### config.mk
export PLATFORM = sky130hd
export DESIGN_NAME = shift_cmd_sequencer
export DESIGN_NICKNAME = d
export VERILOG_FILES = /design/src/rtl/shift_pkg.sv /design/src/rtl/shift_cmd_fifo.sv /design/src/rtl/shift_cmd_sequencer.sv
export SDC_FILE = /design/constraint.sdc
export NUM_CORES = 1
export LEC_CHECK = 0
export BUFFER_PORTS_ARGS = -buffer_cell sky130_fd_sc_hd__buf_2
export CORE_UTILIZATION = 25
export CTS_CLUSTER_DIAMETER = 30
export DETAILED_ROUTE_END_ITERATION = 8
export PLACE_DENSITY = 0.5
export RECOVER_POWER = 25
export SETUP_SLACK_MARGIN = 0.02
export SYNTH_ARGS = -nofsm -noshare
export SYNTH_HDL_FRONTEND = slang
export SYNTH_SLANG_ARGS = --single-unit
### constraint.sdc
create_clock -name clk -period 3.4 [get_ports clk]
set_input_delay 0.68 -clock clk [delete_from_list [all_inputs] [get_ports clk]]
set_output_delay 0.68 -clock clk [all_outputs]
set_load 0.1 [all_outputs]
### src/rtl/shift_pkg.sv
// Shared types for the shift command sequencer: op codes, command record, FSM states.
// SHIFT_CMD_CHAIN_EN adds a per-command chain bit to shift_cmd_t.
package shift_pkg;

  localparam int W_DEFAULT = 8;

  typedef enum logic [2:0] {
    PASS  = 3'd0,
    SLL   = 3'd1,
    SLA   = 3'd2,
    SRL   = 3'd3,
    SRA   = 3'd4,
    ROL   = 3'd5,
    ROR   = 3'd6,
    PASS2 = 3'd7
  } shift_op_e;

  typedef struct packed {
    logic [W_DEFAULT-1:0] data;
    shift_op_e            op;
    logic [2:0]           count;
`ifdef SHIFT_CMD_CHAIN_EN
    logic                 chain;
`endif
  } shift_cmd_t;

  typedef enum logic [1:0] {
    IDLE  = 2'd0,
    ISSUE = 2'd1,
    HOLD  = 2'd2
  } seq_state_e;

endpackage

### src/rtl/shift_cmd_fifo.sv
// Synchronous show-ahead FIFO of shift commands; pointers carry an extra wrap bit
// so full and empty are distinguishable without a separate occupancy counter.
module shift_cmd_fifo
  import shift_pkg::*;
#(
  parameter int DEPTH = 4
) (
  input  logic       clk,
  input  logic       rst,
  input  logic       i_push,
  input  shift_cmd_t i_wdata,
  input  logic       i_pop,
  output shift_cmd_t o_rdata,
  output logic       o_full,
  output logic       o_empty
);

  localparam int AW = $clog2(DEPTH);

  shift_cmd_t   r_mem [DEPTH];
  logic [AW:0]  r_wr_ptr;
  logic [AW:0]  r_rd_ptr;
  logic         w_do_push;
  logic         w_do_pop;

  assign o_full    = (r_wr_ptr[AW] != r_rd_ptr[AW]) &&
                     (r_wr_ptr[AW-1:0] == r_rd_ptr[AW-1:0]);
  assign o_empty   = (r_wr_ptr == r_rd_ptr);
  assign w_do_push = i_push && !o_full;
  assign w_do_pop  = i_pop && !o_empty;
  assign o_rdata   = r_mem[r_rd_ptr[AW-1:0]];

  // NOTE: storage has no reset; the pointers alone decide which slots hold valid data.
  always_ff @(posedge clk) begin
    if (w_do_push) r_mem[r_wr_ptr[AW-1:0]] <= i_wdata;
  end

  // NOTE: state updates use <= so every register samples pre-edge values.
  always_ff @(posedge clk or posedge rst) begin
    if (rst) begin
      r_wr_ptr <= '0;
      r_rd_ptr <= '0;
    end else begin
      if (w_do_push) r_wr_ptr <= r_wr_ptr + 1'b1;
      if (w_do_pop)  r_rd_ptr <= r_rd_ptr + 1'b1;
    end
  end

endmodule

### src/rtl/shift_cmd_sequencer.sv
// Front-end for the combinational shifter: queues commands, drives the shifter from
// registers, captures its output and hands results off over valid/ready.
// Optional SHIFT_CMD_CHAIN_EN: chained commands take sh_din from the last captured result.
module shift_cmd_sequencer
  import shift_pkg::*;
#(
  parameter int DEPTH = 4,
  parameter int W     = W_DEFAULT,
  parameter int CNT_W = 16
) (
  input  logic             clk,
  input  logic             rst,
  input  logic             cmd_valid,
  output logic             cmd_ready,
  input  logic [W-1:0]     cmd_data,
  input  logic [2:0]       cmd_op,
  input  logic [2:0]       cmd_count,
`ifdef SHIFT_CMD_CHAIN_EN
  input  logic             cmd_chain,
`endif
  output logic [W-1:0]     sh_din,
  output logic [2:0]       sh_sel,
  output logic [2:0]       sh_shift_count,
  input  logic [W-1:0]     sh_dout,
  output logic             res_valid,
  input  logic             res_ready,
  output logic [W-1:0]     res_data,
  output logic [2:0]       res_op,
  output logic             busy,
  output logic [CNT_W-1:0] done_cnt
);

  seq_state_e       r_state;
  seq_state_e       w_next_state;
  shift_cmd_t       w_wdata;
  shift_cmd_t       w_head;
  logic             w_full;
  logic             w_empty;
  logic             w_pop;
  logic             w_capture;
  logic             w_handoff;
  logic [W-1:0]     w_din_src;
  logic [W-1:0]     r_sh_din;
  logic [2:0]       r_sh_sel;
  logic [2:0]       r_sh_count;
  logic             r_res_valid;
  logic [W-1:0]     r_res_data;
  logic [2:0]       r_res_op;
  logic [CNT_W-1:0] r_done_cnt;

  always_comb begin
    w_wdata       = '0;
    w_wdata.data  = cmd_data;
    w_wdata.op    = shift_op_e'(cmd_op);
    w_wdata.count = cmd_count;
`ifdef SHIFT_CMD_CHAIN_EN
    w_wdata.chain = cmd_chain;
`endif
  end

  shift_cmd_fifo #(.DEPTH(DEPTH)) u_fifo (
    .clk     (clk),
    .rst     (rst),
    .i_push  (cmd_valid),
    .i_wdata (w_wdata),
    .i_pop   (w_pop),
    .o_rdata (w_head),
    .o_full  (w_full),
    .o_empty (w_empty)
  );

`ifdef SHIFT_CMD_CHAIN_EN
  assign w_din_src = w_head.chain ? r_res_data : w_head.data;
`else
  assign w_din_src = w_head.data;
`endif

  always_ff @(posedge clk or posedge rst) begin
    if (rst) r_state <= IDLE;
    else     r_state <= w_next_state;
  end

  // NOTE: every output of this block gets a default first, so no path can infer a latch.
  always_comb begin
    w_next_state = r_state;
    w_pop        = 1'b0;
    w_capture    = 1'b0;
    w_handoff    = 1'b0;
    case (r_state)
      IDLE: begin
        if (!w_empty) begin
          w_pop        = 1'b1;
          w_next_state = ISSUE;
        end
      end
      ISSUE: begin
        w_capture    = 1'b1;
        w_next_state = HOLD;
      end
      HOLD: begin
        if (res_ready) begin
          w_handoff = 1'b1;
          if (!w_empty) begin
            w_pop        = 1'b1;
            w_next_state = ISSUE;
          end else begin
            w_next_state = IDLE;
          end
        end
      end
      default: w_next_state = IDLE;
    endcase
  end

  // Shifter inputs change only on a pop, so they are stable through all of ISSUE.
  always_ff @(posedge clk or posedge rst) begin
    if (rst) begin
      r_sh_din   <= '0;
      r_sh_sel   <= '0;
      r_sh_count <= '0;
    end else if (w_pop) begin
      r_sh_din   <= w_din_src;
      r_sh_sel   <= w_head.op;
      r_sh_count <= w_head.count;
    end
  end

  always_ff @(posedge clk or posedge rst) begin
    if (rst) begin
      r_res_valid <= 1'b0;
      r_res_data  <= '0;
      r_res_op    <= '0;
      r_done_cnt  <= '0;
    end else begin
      if (w_capture) begin
        r_res_valid <= 1'b1;
        r_res_data  <= sh_dout;
        r_res_op    <= r_sh_sel;
      end else if (w_handoff) begin
        r_res_valid <= 1'b0;
        r_done_cnt  <= r_done_cnt + 1'b1;
      end
    end
  end

  assign cmd_ready      = !w_full;
  assign sh_din         = r_sh_din;
  assign sh_sel         = r_sh_sel;
  assign sh_shift_count = r_sh_count;
  assign res_valid      = r_res_valid;
  assign res_data       = r_res_data;
  assign res_op         = r_res_op;
  assign busy           = !w_empty || (r_state != IDLE);
  assign done_cnt       = r_done_cnt;

endmodule

# --- After elaboration in Yosys (flattened, before gate mapping) ---
# Memories as Yosys holds them, arrays and structs flattened. A register that Yosys moved wholly into a read port is not among the register bits.
# Cells that the tools add are included.
op_classes:
  n_addsub: 3
  multipliers: 0
  n_div: 0
  n_lt_le_gt_ge: 0
  n_eq_ne: 7
  shift: 0
  muxes: 14
  bitwise: 1
  reduce_logical: 11
op_table:
  columns: ["cell", "count"]
  rows:
  - ["16-bit by 1-bit adder with 16-bit output (second input constant)", 1]
  - ["1-bit 2-to-1 mux", 10]
  - ["3-bit by 1-bit adder with 3-bit output (second input constant)", 2]
  - ["2-bit case mux with 3 select lines", 1]
  - ["2-bit 2-to-1 mux", 2]
  - ["2-bit != test (second input constant)", 2]
  - ["2-bit AND reduction", 2]
  - ["2-bit nonzero test", 2]
  - ["3-bit == test", 1]
  - ["1-bit logical AND", 3]
  - ["2-bit by 1-bit == test with 1-bit output (second input constant)", 1]
  - ["2-bit == test", 1]
  - ["2-bit == test (second input constant)", 1]
  - ["1-bit logical NOT", 2]
  - ["2-bit logical NOT", 1]
  - ["1-bit case mux with 2 select lines", 1]
  - ["1-bit logical OR", 1]
  - ["1-bit != test", 1]
  - ["1-bit inverter", 1]
word_totals:
  ff_bits: 36
  latchBits: 0
  mem_bits_rw: 56
  romBits: 0
  inputBits: 26
  word_cells: 44
  mem_count: 1
mem_list:
  columns: ["memory", "depth", "width", "rd", "rd_clocked_by_memory_dff", "write_ports", "line", "rtl"]
  rows:
  - ["u_fifo.r_mem", 4, 14, 1, 1, 1, "shift_cmd_fifo.sv:20", "shift_cmd_t r_mem [DEPTH];"]

# --- Logic depth before layout (Yosys ltp) ---
# Gate-level depths: netlist (run 1).
depth:
  ltp_word: 6
  mapped_depth: 6

# --- Cells and area by module ---
# A second synthesis (run 1) with hierarchy kept.
unflattened:
  hier_cells: 251
  area_unflattened_um2: 4331.7
by_module_without_submodules:
  columns: ["mod", "n_inst", "cells_each", "area_per_inst_um2", "seq_area_each_um2"]
  rows:
  - ["shift_cmd_fifo", 1, 123, 2532.4, 1831.8]
  - ["shift_cmd_sequencer", 1, 128, 1799.2, 1101.1]

# --- Least setup slack after synthesis (run 1) ---
# No wires, ideal clock.
synth_timing:
  kind: "register to register"
  startpoint: "register u_fifo.r_rd_ptr[0]"
  endpoint: "register u_fifo.r_wr_ptr[2]"
  arrival_time_ns: 2.503
  path_slack_ns: 0.746
  stages_incl_launch_ff: 6
  synth_period_minus_slack_ns: 2.654
  path_cell_list: "dfrtp_1 > buf_4 > xnor2_2 > nand3b_1 > and3_1 > xor2_1"
synth_between:
  elab_chain_len: 4
synth_lines:
  columns: ["item", "line", "rtl"]
  rows:
  - ["start: declaration", "shift_cmd_fifo.sv:22", "logic [AW:0] r_rd_ptr;"]
  - ["start signal: assignment", "shift_cmd_fifo.sv:45", "if (w_do_pop) r_rd_ptr <= r_rd_ptr + 1'b1;"]
  - ["2-bit == test", "shift_cmd_fifo.sv:27", "(r_wr_ptr[AW-1:0] == r_rd_ptr[AW-1:0]);"]
  - ["1-bit logical AND", "shift_cmd_fifo.sv:26", "assign o_full = (r_wr_ptr[AW] != r_rd_ptr[AW]) &&"]
  - ["1-bit logical NOT", null, null]
  - ["named net cmd_ready", "shift_cmd_sequencer.sv:14", "output logic cmd_ready,"]
  - ["1-bit logical AND", "shift_cmd_fifo.sv:29", "assign w_do_push = i_push && !o_full;"]
  - ["end signal: assignment", "shift_cmd_fifo.sv:44", "if (w_do_push) r_wr_ptr <= r_wr_ptr + 1'b1;"]
  - ["end: declaration", "shift_cmd_fifo.sv:21", "logic [AW:0] r_wr_ptr;"]
# The timed path passes the listed nets, and every way through them passes these cells.
# A chain may end at the register's enable or synchronous reset.

# --- Worst setup path in the final report (run 1) ---
layout_timing:
  startpoint: "register u_fifo.r_rd_ptr[1]"
  endpoint: "output cmd_ready"
layout_between:
  elab_chain_len: 3
layout_lines:
  columns: ["item", "line", "rtl"]
  rows:
  - ["2-bit == test", "shift_cmd_fifo.sv:27", null]
  - ["1-bit logical AND", "shift_cmd_fifo.sv:26", null]
  - ["1-bit logical NOT", "shift_cmd_sequencer.sv:146", "assign cmd_ready = !w_full;"]
  - ["end: declaration", "shift_cmd_sequencer.sv:14", null]
# Every way passes these cells.

==> reports/qor.yml, run 1 <==
floorplan:
  die_w_um: 131.6
  start_util_pct: 25.51
  fp-row-count: 47
  pin_count: 70
  die-area_um2: 17320
  core-area_um2: 16470
  die_h_um: 131.6
cells_and_area:
  areaGrowthSynthToFinish_pct: 20.94
  final_nets: 338
  drive_above_1_share_pct: 38.26
  antenna_cells: 0
  fin_util_pct: 30.85
synth:
  avgSynthCellArea_um2: 18.42
  synth_cell_types: 29
  synth-seq-cells: 106
  synthAdderAreaFrac_pct: 1.787
  ys_warn_count: 0
  synth_simple_gate_area_share_pct: 5.064
  synth_top_family_by_area: "multiplexers"
  synth.area.mux_share_pct: 15.91
  yosysSeqAreaShare_pct: 69.82
  synthesis.nets: 260
  synthCells: 228
  netlist_area_um2: 4200
  synth_compound_area_share_pct: 0.8639
  synth-xor-area-share_pct: 5.124
clocking:
  path_clk_slew_ns: 0.07
  postCtsSetupBuffers: 0
  clkSinkCount: 106
  cts_tree: "done"
  cts_htree_levels: 3
  cts_root_buf: "clkbuf_16"
  max-clock-path-buffers: 2
  clk_latency_ns: 0.35
  hold_buffers: 0
  numCtsBuffers: 9
  cts-resized-gates: 0
placed_design:
  dpl_worst_slack_ns: 0.9492
  gp_congestion: 0.7141
  hpwl_um: 5141
  port_buffers: 69
setup_path:
  ff2ff_path_depth: 3
  crit_path_end_kind: "primary output"
  path_cells: "xnor2_2, nand3b_1, buf_2"
  crit_path_start_kind: "register"
  crit_type: "reg2out"
  cp_max_fo: 17
  cp.buffers_inverters: 1
  path_depth: 3
  critPathTopFamily: "flip-flops"
  required_ns: 2.72
  cpMaxStageDelayCell: "dfrtp_1"
  reg2reg_to: "u_fifo.r_mem[3][12]$_DFFE_PP_"
  regToRegSetupSlack_ns: 1.03
  crit_arrival_ns: 2.10
  cpPeakStageDelay_ns: 0.86
  worstReg2RegStart: "u_fifo.r_rd_ptr[1]$_DFFE_PP0P_"
detailed_routing:
  vias: 2157
  antenna_left: 0
  post-route-drc-count: 0
  firstDrtPassIters: 4
  wire_per_inst_um: 14.62
  via_per_inst: 4.062
  drtIter0Drc: 69
  routed_wl_um: 7761
global_routing:
  grtUsageTotal_pct: 9.849
  grt_pass1_vias: 2236
  grt_max_degree: 38
  grt_pass1_wl_um: 12480
  antenna_found_initial: 0
  overflow: 0
job:
  drv_cap: 0
timing:
  skew_ns: 0.006643
  relSlewSlack_pct: 5.135
  setup_viol: 0
  rsz0062_at_grt: "no"
  worst_pin_slew_ns: 1.421
  worst_slack_ns: 0.6211
  fin_crit_sh_pct: 81.73
  fin_crit_ns: 2.779
  hold_viol: 0
  max_freq_mhz: 359.8
  setup_tns_ns: 0
  final_max_slew_viol_count: 0
hold_path:
  hold-path-endpoint: "done_cnt[15]$_DFFE_PP0P_"
  min_path_cells: 1
  hold_path.startpoint: "done_cnt[15]$_DFFE_PP0P_"
  hp-class: "reg2reg"
outcome:
  outcome: "completed"
per-layer routing:
layer,vias to the layer above,share of wire [%],GRT usage [%]
li1,1010,-,-
met5,-,0,0
met3,14,6.1,4.128
met4,0,2.0,4.457
met2,61,46,15.11
met1,1072,45,12.01
metrics by stage:
stage | instance area, um^2 | std cells | hold WS [ns]
after floorplan | 4200 | 228 | 0.4617
after global placement | 4806 | 515 | 0.4619
after detailed placement | 4806 | 515 | 0.4613
after CTS | 5097 | 531 | 0.4746
after global routing | 5080 | 531 | 0.4979
final | 5080 | 531 | 0.4667
Yosys cell counts (all sizes together):
| library cell | n | share of area, % |
|---|---|---|
| edfxtp | 56 | 40 |
| dfrtp | 50 | 30 |
| mux2 | 28 | 8.1 |
| xnor2 | 17 | 4.1 |
| mux4 | 14 | 7.8 |
| nand2 | 11 | 1.0 |
| buf | 6 | 1.1 |
| ha | 6 | 1.8 |
| and3 | 5 | 0.74 |
| xor2 | 5 | 1.0 |
| inv | 4 | 0.36 |
| nand3 | 4 | 0.48 |
| nand4 | 4 | 0.60 |
| nor2 | 4 | 0.36 |
| a21oi | 2 | 0.24 |
| and4 | 2 | 0.42 |
| nand3b | 2 | 0.36 |
| nor2b | 2 | 0.30 |
| nor3 | 2 | 0.24 |
| a311oi | 1 | 0.63 |
| nand4b | 1 | 0.21 |
| nor3b | 1 | 0.18 |
| or2 | 1 | 0.15 |
cell type report:
type / instances / area [um^2]
fillers: 1667 / 11390
well taps: 220 / 275.3
clock buffers: 12 / 256.5
inverters: 4 / 15.01
flip-flops and latches: 106 / 2933
multi-input cells: 112 / 1207
repair buffers: 73 / 357.8
clock inverters: 4 / 35.03
sequential cells by signal, summed over array words and instances (netlist names):
name             count
u_fifo.r_mem        56
done_cnt            16
res_data             8
sh_din               8
res_op               3
sh_sel               3
sh_shift_count       3
u_fifo.r_rd_ptr      3
u_fifo.r_wr_ptr      3
r_state              2
res_valid            1
worst reg2reg max path, stage by stage (launching register included):
cell,delay [ns]
dfrtp_1,0.86
xnor2_2,0.18
nand3b_1,0.23
and3_1,0.72
cells in the final DEF (no fill, tap or decap), types with 2 or more instances in the layout:
master      instances
edfxtp_1           56
buf_2              55
dfrtp_1            50
mux2_2             21
clkbuf_1           15
xnor2_1            14
mux4_2             11
nand2_1            10
clkbuf_16           9
mux2_4              7
ha_1                6
xor2_1              5
and3_1              5
nor2_1              4
nand4_1             4
nand3_1             4
inv_1               4
buf_4               4
xnor2_2             3
mux4_1              3
nand3b_1            2
nor3_1              2
and4_1              2
nor2b_1             2
a21oi_1             2
clkbuf_8            2
clkinvlp_4          2
kinds of logic (layout without fill, tap and decap cells):
family	after synthesis	in the layout
multiplexers	42	42
XOR/XNOR	22	22
AND/OR/NAND/NOR	39	39
buffers and inverters	10	93
adder cells (fa/ha/maj)	6	6
flip-flops	106	106
AO/OA/AOI/OAI	3	3
how the worst max path moves through the flow:
stage	startpoint	end	slack [ns]
final	u_fifo.r_rd_ptr[1]$_DFFE_PP0P_	cmd_ready	0.62
after detailed placement	u_fifo.r_rd_ptr[1]$_DFFE_PP0P_	u_fifo.r_mem[2][7]$_DFFE_PP_	0.95
after global placement	u_fifo.r_rd_ptr[1]$_DFFE_PP0P_	cmd_ready	0.97
after CTS	u_fifo.r_rd_ptr[1]$_DFFE_PP0P_	cmd_ready	0.55
after floorplan	u_fifo.r_rd_ptr[0]$_DFFE_PP0P_	u_fifo.r_wr_ptr[2]$_DFFE_PP0P_	0.75
after global routing	u_fifo.r_rd_ptr[1]$_DFFE_PP0P_	cmd_ready	0.45
Power of run 1 is left out: the tool's default activity adds up to more than one toggle a clock period on the data nets, which glitch-free logic cannot reach.
==> run 2, diff against run 1 <==
Settings changed: PLACE_DENSITY 0.5 to 0.51.
Clock period 3.4 ns to 2.52 ns, I/O delays scaled along.
==> reports/qor.yml, run 2 (same netlist as run 1, synthesis figures left out) <==
detailed_routing:
  vias: 2166  # +0.42%
  post-route-drc-count: 0  # unchanged
  wire_per_inst_um: 14.25  # -2.5%
  firstDrtPassIters: 4  # unchanged
  via_per_inst: 4.064  # about the same
  drtIter0Drc: 85  # +23%
  antenna_left: 0  # unchanged
  routed_wl_um: 7595  # -2.1%
cells_and_area:
  largest_reg_flops: 56  # unchanged
  antenna_cells: 0  # unchanged
  layout_commonest_cell: "edfxtp_1"
  final_cell_mix: "56 x edfxtp_1, 53 x buf_2, 50 x dfrtp_1"
  areaGrowthSynthToFinish_pct: 22.40
  drive_above_1_share_pct: 40.26  # +2.0 points
  final_nets: 340  # +0.59%
global_routing:
  antenna_found_initial: 0  # unchanged
  grt_pass1_vias: 2283  # +2.1%
  grtUsageTotal_pct: 9.456  # -0.39 points
  grt_max_degree: 51  # +34%
  grt_pass1_wl_um: 12510  # +0.22%
  overflow: 0  # unchanged
setup_path:
  critPathLaunch: "u_fifo.r_rd_ptr[2]$_DFFE_PP0P_"
  crit_path_end_kind: "primary output"
  worstReg2RegStart: "u_fifo.r_rd_ptr[2]$_DFFE_PP0P_"
  required_ns: 2.02  # -0.70 ns
  crit_arrival_ns: 1.62  # -0.48 ns
  crit_type: "reg2out"
  cp_max_fo: 6  # -11
  crit_path_start_kind: "register"
clocking:
  cts_tree: "done"
  clk_latency_ns: 0.35  # about the same
  hold_buffers: 0  # unchanged
  cts_root_buf: "clkbuf_16"
  postCtsSetupBuffers: 0  # unchanged
  path_clk_slew_ns: 0.08  # about the same
  numCtsBuffers: 9  # unchanged
  max-clock-path-buffers: 2  # unchanged
  cts-resized-gates: 0  # unchanged
  clkSinkCount: 106  # unchanged
  cts_htree_levels: 3  # unchanged
floorplan:
  core-area_um2: 16470  # unchanged
  die_h_um: 131.6  # unchanged
  die-area_um2: 17320  # unchanged
  pin_count: 70  # unchanged
  fp-row-count: 47  # unchanged
  die_w_um: 131.6  # unchanged
  start_util_pct: 25.51  # unchanged
timing:
  worst_slack_ns: 0.3975  # -0.2235 ns
  fin_crit_ns: 2.122
  hold_viol: 0  # unchanged
  skew_ns: 0.01254  # +0.005899 ns
  holdWs_ns: 0.3962  # -0.07048 ns
  rsz0062_at_grt: "no"
  final_max_slew_viol_count: 0  # unchanged
  relSlewSlack_pct: 12.78  # +7.6 points
  setup_viol: 0  # unchanged
  fin_crit_sh_pct: 84.22
  max_freq_mhz: 471.2
  worst_pin_slew_ns: 1.308  # -0.1131 ns
outcome:
  outcome: "completed"
placed_design:
  port_buffers: 69  # unchanged
  dpl_worst_slack_ns: 0.5796  # -0.3696 ns
  hpwl_um: 5127  # -0.26%
  gp_congestion: 0.7227  # +1.2%
hold_path:
  hp-class: "in2reg"
  hold_path.startpoint: "sh_dout[7]"
job:
  drv_cap: 0  # unchanged
-- run 2: cell types whose count changed in the layout (fill, tap and decap cells not counted), sizes merged --
cell      change
buf           +1
clkinv        +3
clkinvlp      -1
clkbuf        -2
inv           +1
-- run 2: worst paths after layout --
path	end	slack (ns)	cells past startpoint
max	cmd_ready	0.40	3
min	res_data[7]$_DFFE_PP0P_	0.40	2
max reg2reg	u_fifo.r_mem[3][3]$_DFFE_PP_	0.59	3
min reg2reg	done_cnt[15]$_DFFE_PP0P_	0.48	1
max in group asynchronous	sh_shift_count[2]$_DFFE_PP0P_	1.14	3
min in group asynchronous	sh_din[0]$_DFFE_PP0P_	0.57	3
-- run 2: cell type report --
type                    instances  area (um^2)
repair buffers                 75        400.4
multi-input cells             112         1212
well taps                     220        275.3
clock inverters                 7        80.08
inverters                       4        15.01
clock buffers                   9        225.2
flip-flops and latches        106         2933
fillers                      1649        11320
-- run 2: per-layer routing --
| layer | vias up | share of wire, % | global-route usage, % |
|---|---|---|---|
| met5 | - | 0 | 0 |
| met4 | 0 | 1.2 | 2.519 |
| met3 | 11 | 5.6 | 3.318 |
| met2 | 63 | 47 | 15.43 |
| met1 | 1077 | 46 | 11.85 |
| li1 | 1015 | - | - |
-- run 2: critical path, cell delays in order, from the launching register on --
cell	delay, ns
dfrtp_1	0.42
xnor2_1	0.34
nand3b_1	0.29
buf_12	0.21
-- run 2: through the flow --
| stage | TNS, ns | area (um^2) | utilization, % | cells |
|---|---|---|---|---|
| after floorplan | -2.392 | 4205 | - | 228 |
| after global placement | 0 | 4856 | 29.49 | 517 |
| after detailed placement | 0 | 4856 | 29.49 | 517 |
| after CTS | 0 | 5161 | 31.35 | 533 |
| after global routing | 0 | 5141 | 31.22 | 533 |
| final | 0 | 5141 | 31.22 | 533 |
Power of run 2 is left out for the same reason.
